### src/rtl/seq_serializer_if.sv
// seq_serializer_if: word-load handshake plus serial-stream outputs of the
// seq_serializer block.
//   load_data   - parallel word offered by the producer
//   load_valid  - load_data is valid
//   load_ready  - serializer can take a word this cycle
//   seq_out     - serial bit stream toward the sequence detector
//   seq_valid   - seq_out carries a data bit
//   frame_start - first bit of a word is on seq_out
//   frame_end   - last bit of a word is on seq_out
//   state_out   - encoded FSM state (0 = IDLE, 1 = SHIFT)
// modport slave is the serializer; modport master is the producer/monitor side.
interface seq_serializer_if #(
  parameter int WIDTH = 8
);
  logic [WIDTH-1:0] load_data;
  logic             load_valid;
  logic             load_ready;
  logic             seq_out;
  logic             seq_valid;
  logic             frame_start;
  logic             frame_end;
  logic [1:0]       state_out;

  modport slave (
    input  load_data,
    input  load_valid,
    output load_ready,
    output seq_out,
    output seq_valid,
    output frame_start,
    output frame_end,
    output state_out
  );

  modport master (
    output load_data,
    output load_valid,
    input  load_ready,
    input  seq_out,
    input  seq_valid,
    input  frame_start,
    input  frame_end,
    input  state_out
  );
endinterface

### src/rtl/seq_serializer.sv
// seq_serializer: parallel-to-serial feeder for the sequence-detector stage.
// Words arrive over a valid/ready handshake and leave one bit per clock on
// seq_out. A one-entry pending buffer (plus a last-bit bypass) lets words
// stream back to back with seq_valid held high continuously.
// Ports:
//   clk - system clock, rising edge
//   rst - asynchronous, active-low reset
//   bus - seq_serializer_if.slave (load handshake, serial stream, strobes)
// Parameters:
//   WIDTH      - bits per word (>= 2)
//   MSB_FIRST  - 1: bit WIDTH-1 leaves first, 0: bit 0 leaves first
//   IDLE_LEVEL - seq_out level while not shifting
module seq_serializer #(
  parameter int WIDTH      = 8,
  parameter bit MSB_FIRST  = 1'b1,
  parameter bit IDLE_LEVEL = 1'b0
) (
  input  logic               clk,
  input  logic               rst,
  seq_serializer_if.slave    bus
);

  localparam int CNT_W = $clog2(WIDTH);
  localparam logic [CNT_W-1:0] LAST = CNT_W'(WIDTH - 1);

  typedef enum logic [1:0] {
    IDLE  = 2'd0,
    SHIFT = 2'd1
  } state_t;

  state_t           state, state_nxt;
  logic [WIDTH-1:0] shift_reg, shift_nxt;
  logic [WIDTH-1:0] pend_reg, pend_nxt;
  logic             pend_full, pend_full_nxt;
  logic [CNT_W-1:0] cnt, cnt_nxt;
  logic             load_ready;
  logic             accept;

  // Move the next bit onto the output end of the register.
  function automatic logic [WIDTH-1:0] shift_once(input logic [WIDTH-1:0] v);
    if (MSB_FIRST)
      return {v[WIDTH-2:0], 1'b0};
    else
      return {1'b0, v[WIDTH-1:1]};
  endfunction

  // Ready depends only on the pending flag and reset, never on load_valid.
  assign load_ready = rst & ~pend_full;
  assign accept     = bus.load_valid & load_ready;

  always_comb begin
    state_nxt     = state;
    shift_nxt     = shift_reg;
    cnt_nxt       = cnt;
    pend_nxt      = pend_reg;
    pend_full_nxt = pend_full;
    case (state)
      IDLE: begin
        pend_full_nxt = 1'b0;
        if (accept) begin
          shift_nxt = bus.load_data;
          cnt_nxt   = '0;
          state_nxt = SHIFT;
        end
      end
      SHIFT: begin
        if (cnt != LAST) begin
          shift_nxt = shift_once(shift_reg);
          cnt_nxt   = cnt + CNT_W'(1);
          if (accept) begin
            pend_nxt      = bus.load_data;
            pend_full_nxt = 1'b1;
          end
        end else if (pend_full) begin
          // load_ready is low here, so no word can be accepted this edge.
          shift_nxt     = pend_reg;
          pend_full_nxt = 1'b0;
          cnt_nxt       = '0;
        end else if (accept) begin
          // Word offered on the last bit goes straight into the shifter.
          shift_nxt = bus.load_data;
          cnt_nxt   = '0;
        end else begin
          state_nxt = IDLE;
          cnt_nxt   = '0;
        end
      end
      default: begin
        state_nxt     = IDLE;
        pend_full_nxt = 1'b0;
        cnt_nxt       = '0;
      end
    endcase
  end

  always_ff @(posedge clk or negedge rst) begin
    if (!rst) begin
      state     <= IDLE;
      cnt       <= '0;
      pend_full <= 1'b0;
      shift_reg <= '0;
      pend_reg  <= '0;
    end else begin
      state     <= state_nxt;
      cnt       <= cnt_nxt;
      pend_full <= pend_full_nxt;
      shift_reg <= shift_nxt;
      pend_reg  <= pend_nxt;
    end
  end

  // Outputs decode from registers only.
  assign bus.load_ready  = load_ready;
  assign bus.seq_valid   = (state == SHIFT);
  assign bus.seq_out     = (state == SHIFT) ?
                           (MSB_FIRST ? shift_reg[WIDTH-1] : shift_reg[0]) :
                           IDLE_LEVEL;
  assign bus.frame_start = (state == SHIFT) && (cnt == '0);
  assign bus.frame_end   = (state == SHIFT) && (cnt == LAST);
  assign bus.state_out   = state;

endmodule

### src/flat_wrapper.sv
// flat-port wrapper written by rule: the top's interface ports become plain ports
module seq_serializer_flat 
#(
  parameter int WIDTH      = 8,
  parameter bit MSB_FIRST  = 1'b1,
  parameter bit IDLE_LEVEL = 1'b0
)
  (clk, rst, bus_load_data, bus_load_valid, bus_load_ready, bus_seq_out, bus_seq_valid, bus_frame_start, bus_frame_end, bus_state_out);
  seq_serializer_if #(.WIDTH(WIDTH)) bus_i ();
  input  logic clk;
  input  logic rst;
  input wire logic [$bits(bus_i.load_data)-1:0] bus_load_data;
  input wire logic [$bits(bus_i.load_valid)-1:0] bus_load_valid;
  output wire logic [$bits(bus_i.load_ready)-1:0] bus_load_ready;
  output wire logic [$bits(bus_i.seq_out)-1:0] bus_seq_out;
  output wire logic [$bits(bus_i.seq_valid)-1:0] bus_seq_valid;
  output wire logic [$bits(bus_i.frame_start)-1:0] bus_frame_start;
  output wire logic [$bits(bus_i.frame_end)-1:0] bus_frame_end;
  output wire logic [$bits(bus_i.state_out)-1:0] bus_state_out;
  assign bus_i.load_data = bus_load_data;
  assign bus_i.load_valid = bus_load_valid;
  assign bus_load_ready = bus_i.load_ready;
  assign bus_seq_out = bus_i.seq_out;
  assign bus_seq_valid = bus_i.seq_valid;
  assign bus_frame_start = bus_i.frame_start;
  assign bus_frame_end = bus_i.frame_end;
  assign bus_state_out = bus_i.state_out;
  seq_serializer #(.WIDTH(WIDTH), .MSB_FIRST(MSB_FIRST), .IDLE_LEVEL(IDLE_LEVEL)) u_core (.clk(clk), .rst(rst), .bus(bus_i));
endmodule
### config.mk
export PLATFORM = sky130hd
export DESIGN_NAME = seq_serializer_flat
export DESIGN_NICKNAME = d
export VERILOG_FILES = /design/src/rtl/seq_serializer_if.sv /design/src/rtl/seq_serializer.sv /design/src/flat_wrapper.sv
export SDC_FILE = /design/constraint.sdc
export NUM_CORES = 1
export LEC_CHECK = 0
export ABC_CLOCK_PERIOD_IN_PS = 5550
export BUFFER_PORTS_ARGS = -buffer_cell sky130_fd_sc_hd__buf_2
export CORE_MARGIN = 2
export CORE_UTILIZATION = 34
export DETAILED_ROUTE_END_ITERATION = 12
export GPL_TIMING_DRIVEN = 1
export SLEW_MARGIN = 25
export SYNTH_ARGS = -nofsm -noshare
export SYNTH_HDL_FRONTEND = slang
export SYNTH_SLANG_ARGS = --single-unit
### constraint.sdc
create_clock -name clk -period 5.55 [get_ports clk]
set_clock_uncertainty 0.1 [all_clocks]
set_input_delay 0.2775 -clock clk [delete_from_list [all_inputs] [get_ports clk]]
set_output_delay 0.2775 -clock clk [all_outputs]
set_load 0.02 [all_outputs]
Word level (Yosys, flattened, before mapping)
Index checks and enable logic that the tools add are counted.
{"block": "totals", "in_bits": 11, "memories": 0, "ramBits": 0, "reg_bits": 22, "latchBits": 0, "elab_cells": 40, "mem_bits_ro": 0}
{"block": "op_classes", "n_shift": 0, "div_mod_pow": 0, "add_sub_neg": 1, "multipliers": 0, "reduce_logical": 7, "n_bitwise": 3, "muxes": 16, "eq_ne": 8, "order_cmp": 0}
{"operator": "$mux W8", "n": 3}
{"operator": "$pmux W8 S2", "n": 1}
{"operator": "$mux W2", "n": 4}
{"operator": "$mux W3", "n": 2}
{"operator": "$ne A2 B2 Y1 const B", "n": 3}
{"operator": "$pmux W3 S2", "n": 1}
{"operator": "$mux W1", "n": 4}
{"operator": "$pmux W2 S2", "n": 1}
{"operator": "$reduce_and A4 Y1", "n": 1}
{"operator": "$add A3 B1 Y3 const B", "n": 1}
{"operator": "$eq A3 B3 Y1 const B", "n": 1}
{"operator": "$logic_not A3 Y1", "n": 1}
{"operator": "$ne A3 B2 Y1 const B", "n": 1}
{"operator": "$ne A3 B3 Y1 const B", "n": 1}
{"operator": "$reduce_and A3 Y1", "n": 1}
{"operator": "$and A1 B1 Y1", "n": 2}
{"operator": "$eq A2 B1 Y1 const B", "n": 1}
{"operator": "$logic_and A1 B1 Y1", "n": 2}
{"operator": "$logic_not A2 Y1", "n": 1}
{"operator": "$ne A2 B1 Y1 const B", "n": 1}
{"operator": "$reduce_bool A2 Y1", "n": 1}
{"operator": "$not A1 Y1", "n": 1}

Logic depth before layout (Yosys ltp)
{"block": "logic_depth", "ltp_word": 7, "mapped_depth": 6, "depth_no_buf": 5}

Worst setup path before layout
OpenSTA, ideal clock, no wires.
{"block": "synth_timing", "path_type": "register to register", "from": "register u_core.cnt[0]", "to": "register u_core.shift_reg[1]", "slack_ps": 3787, "n_path_buf": 1, "t_required_ps": 5324, "setup_ps": 126, "t_arrival_ps": 1537, "synth_period_minus_slack_ps": 1763, "path_stages_with_launch": 7, "cell_sequence": "dfrtp_1 -> ha_1 -> ha_1 -> and2_4 -> buf_6 -> a32o_1 -> a221o_1"}
{"block": "synth_via", "elab_chain_len": 3}
{"element": "start, declared", "line": "seq_serializer.sv:35", "source": "logic [CNT_W-1:0] cnt, cnt_nxt;"}
{"element": "start signal, assigned", "line": "seq_serializer.sv:105", "source": "cnt <= cnt_nxt;"}
{"element": "$ne A3 B3 Y1", "line": "seq_serializer.sv:67", "source": "if (cnt != LAST) begin"}
{"element": "$mux W8", "line": "seq_serializer.sv:67"}
{"element": "$pmux W8 S2", "line": "seq_serializer.sv:57", "source": "case (state)"}
{"element": "net u_core.shift_nxt[1]", "line": "seq_serializer.sv:32", "source": "logic [WIDTH-1:0] shift_reg, shift_nxt;"}
{"element": "end signal, assigned", "line": "seq_serializer.sv:107", "source": "shift_reg <= shift_nxt;"}
{"element": "end, declared", "line": "seq_serializer.sv:32"}
The timed path passes the listed nets, and every way through them passes these cells.
A chain may end at the register's enable or synchronous reset.

Final worst setup path
{"block": "layout_timing", "from": "register u_core.cnt[0]", "to": "register u_core.shift_reg[5]"}
Same word-level chain as after synthesis.

==> flow_summary.toml <==
[routing]
postRouteAntennaNets = 0
drt_first_iter_violations = 26
drt-total-wl_mm = 1.908
avgViaCountPerCell = 5.488
firstDrtPassIters = 4
wl_per_cell_um = 15.26
vias = 686
drc_errors = 0

[grt]
first_global_vias = 675
grt_max_degree = 25
grt_first_pass_wirelength_mm = 3.263
gr-total-overflow = 0
antenna_found_initial = 0
grt.total_usage_pct = 12.54

[clock_tree]
clkTransAtPathRegs_ns = 0.12
cts_tree = "done"
htreeDepth = 1
clockBufferDepth = 2
clock-sinks = 21
cts-hold-fix-buffers = 1
clk_latency_ns = 0.30
post_cts_buffers = 0
clockRootBuffer = "clkbuf_4"
cts_inserted_buffers = 3
cts_resized = 0

[timing]
finalHoldViolCount = 0
fmax_ghz = 0.4683
rsz0062_at_grt = "false"
finalCriticalPeriod_ns = 2.135
tightest_slew_ns = 0.5896
relSlewSlack_pct = 60.61
fin_tns_setup_ns = 0
report.final.setup_viol = 0
slew_violations = 0
fin_crit_sh_pct = 38.47

[die]
die_w_um = 58.40
ios = 18
core_um2 = 2781
die_area_um2 = 3410
rows = 19
initial_core_util_pct = 36.17
fp.dieH_um = 58.40

[finish]
fin_area_um2 = 1115
fin_cells = 125
n_antenna_cell = 0
final_common_cell = "dfrtp_1"
drive_above_1_share_pct = 32.98
fillers = 272
area_delta_synth_final_pct = 10.82
layout_common_cells = "dfrtp_1 (21), buf_2 (16), a221o_1 (8)"
nNetsFinal = 109

[logic_synthesis]
synth.yosys.seq_area_share_pct = 52.24
synthDistinctLibCells = 27
synth_top_cell_area_share_pct = 52.24
syn-num-nets = 93
synth_area_leaders = "dfrtp_1 (52%), a221o_1 (8.0%), mux2_2 (7.8%), a32o_1 (7.0%), ha_1 (3.7%)"
synth_top_cell_by_area = "dfrtp_1"
netlist_area_um2 = 1006
synth_cells = 79
syn-mean-instance-area_um2 = 12.73
synth_seq_cells = 21
yosys_warnings = 0

[pwr]
internal_power_uw = 365.6
switchingPower_uw = 223.7
switching_share_pct = 37.96
p_total_uw = 589.2
clockPowerShare_pct = 12.3
powerDensity_nw_per_um2 = 528.5
leakagePower_nw = 0.5212
power_frac_seq_pct = 48.0
pwr-share-comb_pct = 39.6
ir_drop_mv = 0.2734

[critical_path]
cp.required_ns = 5.63
critPathLaunchType = "flop"
path_max_fanout = 8
rr_endpoint = "u_core.shift_reg[5]"
rrSetupSlack_ns = 3.41
reg2reg_from = "u_core.cnt[0]"
crit_path_end_kind = "flop"
startpoint = "u_core.cnt[0]"
r2r_cells = 5
critPathMaxStageDelay_ns = 0.49
crit_type = "reg2reg"
cp_cell_sequence = "ha_1 -> ha_1 -> nor2b_1 -> nor2_2 -> a221o_1"
crit_end = "u_core.shift_reg[5]"
critPathSlowestCell = "nor2b_1"
cp.arrival_ns = 2.22
crit_top_cell = "ha_1"

[hold_path]
min_path_type = "in2reg"
min_from = "bus_load_data[0]"

[place]
dpl.cell_count = 120
hpwl_mm = 1.299
gp_congestion = 0.7190
port_buffers = 16
placed_area_um2 = 1079

[flow_run]
max_cap_viol_count = 0

[run_status]
outcome = "finished clean"
-- per-layer routing --
layer | up-vias | share of wire (%) | global-route usage (%)
met5 | - | 0 | 0
met4 | 0 | 0 | 2.990
met3 | 0 | 4.2 | 4.615
met2 | 15 | 46 | 17.98
met1 | 346 | 49 | 18.00
li1 | 325 | - | -
-- cell families after synthesis --
family                   synth area share [%]
multiplexers                            8.956
adder cells (fa/ha/maj)                 3.732
AND/OR/NAND/NOR                         10.95
flip-flops                              52.24
AO/OA/AOI/OAI                           18.03
other                                  0.3728
buffers and inverters                   5.720
-- power groups by stage --
stage	logic (mW)	clock network (mW)	registers [mW]
6_report	0.233	0.0727	0.283
2_1_floorplan	0.208	0	0.261
3_3_place_gp	0.226	0	0.285
5_1_grt	0.263	0.0855	0.293
3_5_place_dp	0.236	0	0.286
4_1_cts	0.237	0.0781	0.282
-- synthesized netlist by cell type --
library cell / count
a32o_1: 7
nor2_4: 1
buf_4: 2
o21ai_0: 3
nand2b_1: 2
buf_6: 2
a21boi_2: 1
dfrtp_1: 21
and2_1: 1
clkbuf_1: 1
and3_1: 1
mux2_1: 1
nand3b_1: 1
mux2_2: 7
and3b_1: 1
and2_4: 1
ha_1: 3
nand2_1: 4
nor2_2: 1
nand3b_2: 1
nor2_1: 1
clkbuf_2: 1
conb_1: 1
nor2b_1: 2
inv_1: 3
a221o_1: 8
a21oi_1: 1
-- layout make-up --
| type | instances | area (µm²) | share of cell area, % |
|---|---|---|---|
| clock buffers | 4 | 26.28 | 2.357 |
| multi-input cells | 49 | 422.9 | 37.93 |
| well taps | 31 | 38.79 | 3.479 |
| inverters | 3 | 11.26 | 1.010 |
| flip-flops and latches | 21 | 525.5 | 47.14 |
| repair buffers | 17 | 90.09 | 8.081 |
-- worst min-delay path by stage --
stage                                         end  slack [ns]  depth (start not counted)
after floorplan           u_core.bus.state_out[0]       -0.12                          0
after global placement              u_core.cnt[1]        0.18                          1
after detailed placement            u_core.cnt[2]        0.18                          1
after CTS                      u_core.pend_reg[0]        0.09                          2
after global routing           u_core.pend_reg[0]        0.08                          2
final                          u_core.pend_reg[0]        0.10                          2
-- through the flow --
step                      util (%)  hold WS [ns]  worst slack (ns)
final                        40.08        0.1014             3.415
after global routing         40.08       0.07604             3.265
after CTS                    40.08       0.09450             3.374
after detailed placement     38.78        0.1822             3.383
after global placement       38.78        0.1804             3.491
after floorplan                  -       -0.1181             3.787
-- critical path, delay by kind of cell, from the launching register on --
family | cells | cell delay (ns)
DFF | 1 | 0.43
AOI/OAI and AO/OA | 1 | 0.40
adders and majority gates | 2 | 0.43
and+or+nand+nor | 2 | 0.67
Power figures use the tool's default switching activity.
